--- config.mk ---
export PLATFORM = sky130hd
export DESIGN_NAME = regfile_scoreboard
export DESIGN_NICKNAME = d
export VERILOG_FILES = /design/src/rtl/regfile_scoreboard.sv
export SDC_FILE = /design/constraint.sdc
export NUM_CORES = 2
export LEC_CHECK = 0
export ABC_AREA = 1
export BUFFER_PORTS_ARGS = -buffer_cell sky130_fd_sc_hd__buf_2
export CAP_MARGIN = 20
export CORE_MARGIN = 5
export CORE_UTILIZATION = 64
export DETAILED_ROUTE_END_ITERATION = 12
export HOLD_SLACK_MARGIN = 0.08
export PLACE_DENSITY_LB_ADDON = 0.08
export SLEW_MARGIN = 20
export SYNTH_ARGS = -nofsm -noshare
export SYNTH_HDL_FRONTEND = slang
export SYNTH_SLANG_ARGS = --single-unit
--- constraint.sdc ---
create_clock -name CLK -period 6.8 [get_ports CLK]
set_input_delay 1.02 -clock CLK [delete_from_list [all_inputs] [get_ports CLK]]
set_output_delay 1.02 -clock CLK [all_outputs]
set_load 0.005 [all_outputs]
--- src/rtl/regfile_scoreboard.sv ---
// Decode-stage register file with hardwired zero register, optional
// write-to-read bypass and a per-register pending (scoreboard) vector
// used by the hazard unit to stall on outstanding multi-cycle producers.
module regfile_scoreboard #(
    parameter int              DATA_W   = 32,
    parameter int              ADDR_W   = 5,
    parameter int              BYPASS   = 1,
    parameter int              GP_INDEX = 28,
    parameter logic [31:0]     GP_RESET = 32'h10008000,
    parameter int              SP_INDEX = 29,
    parameter logic [31:0]     SP_RESET = 32'h00000180
) (
    input  logic              CLK,
    input  logic              RESET,
    input  logic              RegWrite,
    input  logic [ADDR_W-1:0] Write_register,
    input  logic [DATA_W-1:0] Write_Data,
    input  logic [ADDR_W-1:0] Read_register_1,
    input  logic [ADDR_W-1:0] Read_register_2,
    output logic [DATA_W-1:0] Read_data_1,
    output logic [DATA_W-1:0] Read_data_2,
    input  logic              Issue_valid,
    input  logic [ADDR_W-1:0] Issue_register,
    output logic              Pending_1,
    output logic              Pending_2,
    output logic              Stall,
    output logic [ADDR_W:0]   Pending_count
);

    localparam int NREG = 2 ** ADDR_W;

    // GP/SP reset constants are 32-bit; resize them to the datapath width
    localparam logic [DATA_W-1:0] GP_INIT = DATA_W'(GP_RESET);
    localparam logic [DATA_W-1:0] SP_INIT = DATA_W'(SP_RESET);

    logic [DATA_W-1:0] regs [NREG];
    logic [NREG-1:0]   pend;
    logic [NREG-1:0]   pend_next;
    logic [ADDR_W:0]   count_next;
    logic              wr_en;
    logic              byp_1;
    logic              byp_2;

    // A write to register 0 is discarded everywhere, including the bypass path
    assign wr_en = RegWrite && (Write_register != '0);
    assign byp_1 = (BYPASS != 0) && wr_en && (Write_register == Read_register_1);
    assign byp_2 = (BYPASS != 0) && wr_en && (Write_register == Read_register_2);

    // Register array: reset to zero except GP/SP, then ordinary writes
    always_ff @(posedge CLK) begin
        if (RESET) begin
            for (int i = 0; i < NREG; i++) begin
                if (i == GP_INDEX)
                    regs[i] <= GP_INIT;
                else if (i == SP_INDEX)
                    regs[i] <= SP_INIT;
                else
                    regs[i] <= '0;
            end
        end else if (wr_en) begin
            regs[Write_register] <= Write_Data;
        end
    end

    // Next pending vector: write clears, issue sets afterwards so the newer producer wins
    always_comb begin
        pend_next = pend;
        if (RegWrite)
            pend_next[Write_register] = 1'b0;
        if (Issue_valid)
            pend_next[Issue_register] = 1'b1;
        pend_next[0] = 1'b0;
    end

    // Popcount of the next vector so the registered count tracks pend exactly
    always_comb begin
        count_next = '0;
        for (int i = 1; i < NREG; i++)
            count_next = count_next + (ADDR_W+1)'(pend_next[i]);
    end

    // Scoreboard state; reset discards every outstanding producer
    always_ff @(posedge CLK) begin
        if (RESET) begin
            pend          <= '0;
            Pending_count <= '0;
        end else begin
            pend          <= pend_next;
            Pending_count <= count_next;
        end
    end

    // Read port 1: stored value, overridden by same-cycle write when bypassing
    always_comb begin
        Read_data_1 = regs[Read_register_1];
        if (byp_1)
            Read_data_1 = Write_Data;
        if (Read_register_1 == '0)
            Read_data_1 = '0;
    end

    // Read port 2: independent copy of port 1 logic
    always_comb begin
        Read_data_2 = regs[Read_register_2];
        if (byp_2)
            Read_data_2 = Write_Data;
        if (Read_register_2 == '0)
            Read_data_2 = '0;
    end

    // Hazard flags; a bypassed write satisfies the reader this cycle
    always_comb begin
        Pending_1 = pend[Read_register_1] && (Read_register_1 != '0) && !byp_1;
        Pending_2 = pend[Read_register_2] && (Read_register_2 != '0) && !byp_2;
        Stall     = Pending_1 || Pending_2;
    end

endmodule

---- After elaboration in Yosys (flattened, before gate mapping) ----
Memory sizes are Yosys's and may differ from the RTL's.
Index checks and enable logic that the tools add are counted.
operators by class
  add/subtract/negate cells ............... 30
  $mul .................................... 0
  div/mod/pow operators ................... 0
  order comparisons ....................... 6
  equality and inequality tests ........... 2
  shift operators ......................... 0
  mux-type cells .......................... 22
  bitwise logic cells ..................... 3
  reduce and logical (&&, ||, !) cells .... 18
operator list
  operator                                                    count
  two-way mux 32 bit                                          7
  adder 6 x 1 -> 6 bit                                        25
  AND 32 bit                                                  1
  NOT 32 bit                                                  1
  OR 32 bit                                                   1
  OR reduction 32 bit                                         1
  less-than comparator 5 x 6 -> 1 bit, second input constant  4
  nonzero test 5 bit                                          3
  binary-select mux 1 bit (select 5 bit)                      2
  demux 1 bit (select 5 bit)                                  2
  == test 5 bit                                               2
  >= comparator 5 x 1 -> 1 bit, second input constant         2
  logical NOT 5 bit                                           2
  two-way mux 1 bit                                           10
  logical AND 1 bit                                           9
  adder 5 x 1 -> 6 bit                                        1
  adder 4 x 1 -> 5 bit                                        1
  two-way mux 5 bit                                           1
  adder 3 x 1 -> 4 bit                                        1
  adder 2 x 1 -> 3 bit                                        1
  adder 1 x 1 -> 2 bit                                        1
  logical NOT 1 bit                                           2
  logical OR 1 bit                                            1
word-level totals
  flip-flop bits (word level) ............. 38
  bits in latches ......................... 0
  RAM bits ................................ 1024
  memory bits (read-only) ................. 0
  input port bits ......................... 56
  word-level logic and storage cells ...... 85
  memories ................................ 1
memories
  name  words  width  rd ports  clocked after Yosys merged registers in  write ports  line  RTL
  regs  32     32     2         0                                        32           36    logic [DATA_W-1:0] regs [NREG];

---- Longest topological paths before layout ----
  word-level depth ........................ 39
  depth in mapped cells ................... 24
  mapped depth without buffers ............ 24

---- Worst setup path before layout ----
OpenSTA, ideal clock, no wires.
  path type ............................... in2reg
  start point ............................. input port Issue_valid
  end point ............................... register Pending_count[4]
  setup time .............................. 70 ps
  data arrival time ....................... 6232 ps
  required time ........................... 6730 ps
  slack ................................... 498 ps
  cell stages on the path ................. 19
  path buffers ............................ 0
  path through ............................ inv_1 -> nor3_1 -> a22oi_1 -> fa_1 -> inv_1 -> fa_1 -> inv_1 -> fa_1 -> inv_1 -> fa_1 -> fa_1 -> fa_1 -> fa_1 -> fa_1 -> nand2_1 -> nand2_1 -> a21oi_1 -> o21ai_0 -> a21oi_1
between the ends
  word-level cells in the longest chain between the ends .. 31
ends and longest elaborated chain
  element                              line  RTL
  start, declared                      22    input logic Issue_valid,
  two-way mux 32 bit (*)               70    if (Issue_valid)
  adder 1 x 1 -> 2 bit                 79    count_next = count_next + (ADDR_W+1)'(pend_next[i]);
  adder 2 x 1 -> 3 bit                 79
  adder 3 x 1 -> 4 bit                 79
  adder 4 x 1 -> 5 bit                 79
  adder 5 x 1 -> 6 bit                 79
  adder 6 x 1 -> 6 bit (24 in series)  79
  adder 6 x 1 -> 6 bit (*)             79
  end signal, assigned                 89    Pending_count <= count_next;
  end, declared                        27    output logic [ADDR_W:0] Pending_count
Mark *: on every way between the ends. The rest lies on a longest branch, timed or not.
A chain may end at the register's enable or synchronous reset.

---- Final worst setup path ----
  start point ............................. input port Write_register[1]
  end point ............................... register Pending_count[4]
between the ends
  word-level cells in the longest chain between the ends .. 39
  elaborated cells between the ends (all ways) .. 40
ends and longest elaborated chain
  element                                                                                                    line  RTL
  start, declared                                                                                            16    input logic [ADDR_W-1:0] Write_register,
  less-than comparator 5 x 6 -> 1 bit (implied by the code) or >= comparator 5 x 1 -> 1 bit (tied branches)  69    pend_next[Write_register] = 1'b0;
  logical AND 1 bit (implied by the code)                                                                    69
  two-way mux 1 bit (implied by the code)                                                                    69
  demux 1 bit (select 5 bit) (*)                                                                             69
  NOT 32 bit (no line) (*)                                                                                   --
  AND 32 bit (no line) (*)                                                                                   --
  two-way mux 32 bit (*)                                                                                     68    if (RegWrite)
  OR 32 bit (no line)                                                                                        --
  two-way mux 32 bit (*)                                                                                     70
  adder 1 x 1 -> 2 bit                                                                                       79
  adder 2 x 1 -> 3 bit                                                                                       79
  adder 3 x 1 -> 4 bit                                                                                       79
  adder 4 x 1 -> 5 bit                                                                                       79
  adder 5 x 1 -> 6 bit                                                                                       79
  adder 6 x 1 -> 6 bit (24 in series)                                                                        79
  adder 6 x 1 -> 6 bit (*)                                                                                   79
Marked as above.

==> reports/results.ini <==
[synth]
synth_top_cell_by_area = edfxtp_1
async_reset_ff_share_pct = 0
synth_ff_type = edfxtp_1
ys_seq_elements = 1061
synth_cell_types = 32
ys_warn_count = 0
syn-instance-count = 6990
syn_avg_cell_area_um2 = 8.56
ys_seq_area_share_pct = 52.6
synth_edf_count = 1024
netlist.area_leader.share_pct = 51.4
syn_area_um2 = 59800
ys_top_cells_by_area = edfxtp_1 51%, nand3_1 9.1%, o211ai_1 8.6%

[run_status]
status = finished clean

[clock_network]
postCtsSetupBuffers = 0
cts-resized-gates = 0
root_buffer = clkbuf_16
cts_made_buffers = 112
cts.reportedPaths.clkPinSlew_ns = 0.06
clock-sinks = 1061
cts_tree = done
cts_hold_buf = 0
clk_latency_ns = 0.69
clock_path_buffers = 3
cts.htree.levels = 3

[final_layout]
final_cell_mix = 1084 x nand3_1, 1074 x nand2_1, 1035 x nor2_1, 1024 x edfxtp_1, 687 x o211ai_1
final_common_cell = nand3_1
final_cell_area_um2 = 64400
area_growth_syn_to_layout_pct = 7.65
nNetsFinal = 6824
final_layout_size_suffix_gt1_share_pct = 8.42

[routing]
maxUsedRoutingLayer = met5
dr.pass1.iters = 7
m1WireLength_um = 73500
route.met3.wl_um = 34200
ant_nets = 0
wl_met2_um = 95400
first_iter_violations = 10200
wl_um = 220000
avgRoutedWirePerCell_um = 27.2
vias = 54800
via_per_inst = 6.78
drc_errors = 0

[timing]
fmax_mhz = 164
relSlewSlack_pct = 15.6
fin_tns_setup_ns = 0
timing.final.hold_violations = 0
rsz0062_at_grt = no
final-max-slew-violation-count = 0
clock-skew-final_ns = 0.00720
worst_slew_pin_slew_ns = 1.26
setup_violations = 0
finalCriticalPeriod_ns = 6.08
fin_crit_sh_pct = 89.4

[hold_path]
hold_depth = 2
hp-class = register to register
hold_end = pend[15]
min_from = pend[15]

[setup_path]
r2r-start = pend[18]
critPathCaptureType = register
path_max_fanout = 6
worst-r2r-cell-count = 15
cp_data_required_time_ns = 7.41
r2r_slack_ns = 1.51
r2r_end = Pending_count[4]
cp_data_arrival_time_ns = 6.69
critPathKind = primary input to register
cp-start-kind = primary input

[power_and_ir_drop]
p_leak_nw = 25.4
ir_drop_mv = 0.213
power_density_nw_per_um2 = 251

[floorplanning]
die-area_um2 = 99700
fp.dieW_um = 316
std_cell_rows = 112
io_pins = 129
core_area_um2 = 93000
start_util_pct = 64.3
die_y_um = 316

[global_routing]
grt_pass1_wl_um = 320000
grt_max_degree = 254
grt_overflow = 0
grt_pass1_vias = 51500
grt.total_usage_pct = 43.0
antenna_found_initial = 7

[placed_design]
place.gp.congestion = 0.907
portBuffers = 128
hpwl_um = 118000
place_area_um2 = 60600

[run]
maxCapViolCount = 0

[cells by family after synthesis]
family	share of synthesized area, %
compound gates	13.6
xor+xnor	0.117
fa+ha+maj	0.916
buf+inv	9.27
flops	52.6
other cells	0.00627
simple gates	23.4
[state kept, by name (all words and copies together) (netlist names)]
| register | count |
|---|---|
| regs | 1024 |
| Pending_count | 6 |
| pend | 31 |
[critical path: stages]
cell and delay, ns:
buf_2 0.14, inv_2 0.06, nor2_1 0.12, inv_1 0.17, nor2_1 0.22, nand2_1 0.08, a22oi_1 0.26, fa_1 0.52
fa_1 0.51, fa_1 0.53, inv_1 0.06, fa_1 0.57, fa_1 0.46, fa_1 0.49, fa_1 0.45, fa_1 0.46
nand2_1 0.08, nand2_1 0.05, a21oi_1 0.15, o21ai_0 0.09, a21oi_1 0.19
[cells in the mapped netlist (37+ instances only)]
cell type,n
nand2_1,1129
nand3_1,1089
nor2_1,1036
edfxtp_1,1024
o211ai_1,687
inv_1,608
clkbuf_1,306
a21oi_1,293
o21ai_0,278
buf_2,253
buf_1,47
or2_2,45
buf_6,41
dfxtp_1,37
[layer usage]
| layer | vias to the layer above | track usage, % |
|---|---|---|
| met3 | 1134 | 12.0 |
| li1 | 23500 | - |
| met1 | 25400 | 54.5 |
| met2 | 4751 | 65.5 |
| met4 | 4 | 27.4 |
| met5 | - | 0 |
[per-stage QoR]
step	hold slack (ns)	utilization (%)	setup slack, ns	cells	power, mW
finish	0.489	69.2	0.720	8085	16.2
global route	0.526	69.2	0.436	8084	16.6
CTS	0.491	69.2	0.777	8080	16.1
detailed placement	0.482	65.1	0.0687	7874	9.86
global placement	0.474	65.1	0.136	7872	9.79
floorplan	0.461	-	0.498	7021	9.11
[final cells by class]
type,count,area (um^2)
repair buffers,273,2160
clock inverters,75,790
diodes,1,2.50
clock buffers,131,2940
multi-input cells,4671,23100
fillers,7368,28600
well taps,1254,1570
inverters,619,2350
flip-flops and latches,1061,31500
[worst max-delay path by stage]
stage                           start               end  slack, ns  cells past startpoint
global placement    Issue_register[2]  Pending_count[4]       0.14                     20
detailed placement  Issue_register[2]  Pending_count[4]       0.07                     20
floorplan                 Issue_valid  Pending_count[4]       0.50                     19
finish              Write_register[1]  Pending_count[4]       0.72                     21
CTS                 Write_register[1]  Pending_count[4]       0.78                     21
global route        Write_register[1]  Pending_count[4]       0.44                     21
[report_power, final]
group          switching (mW)  total [mW]  internal, mW
registers               0.139        7.65          7.51
clock network            2.67        6.35          3.68
logic                    1.59        2.18         0.587
total                    4.40        16.2          11.8
No activity file was read; power rests on OpenSTA's default activity.
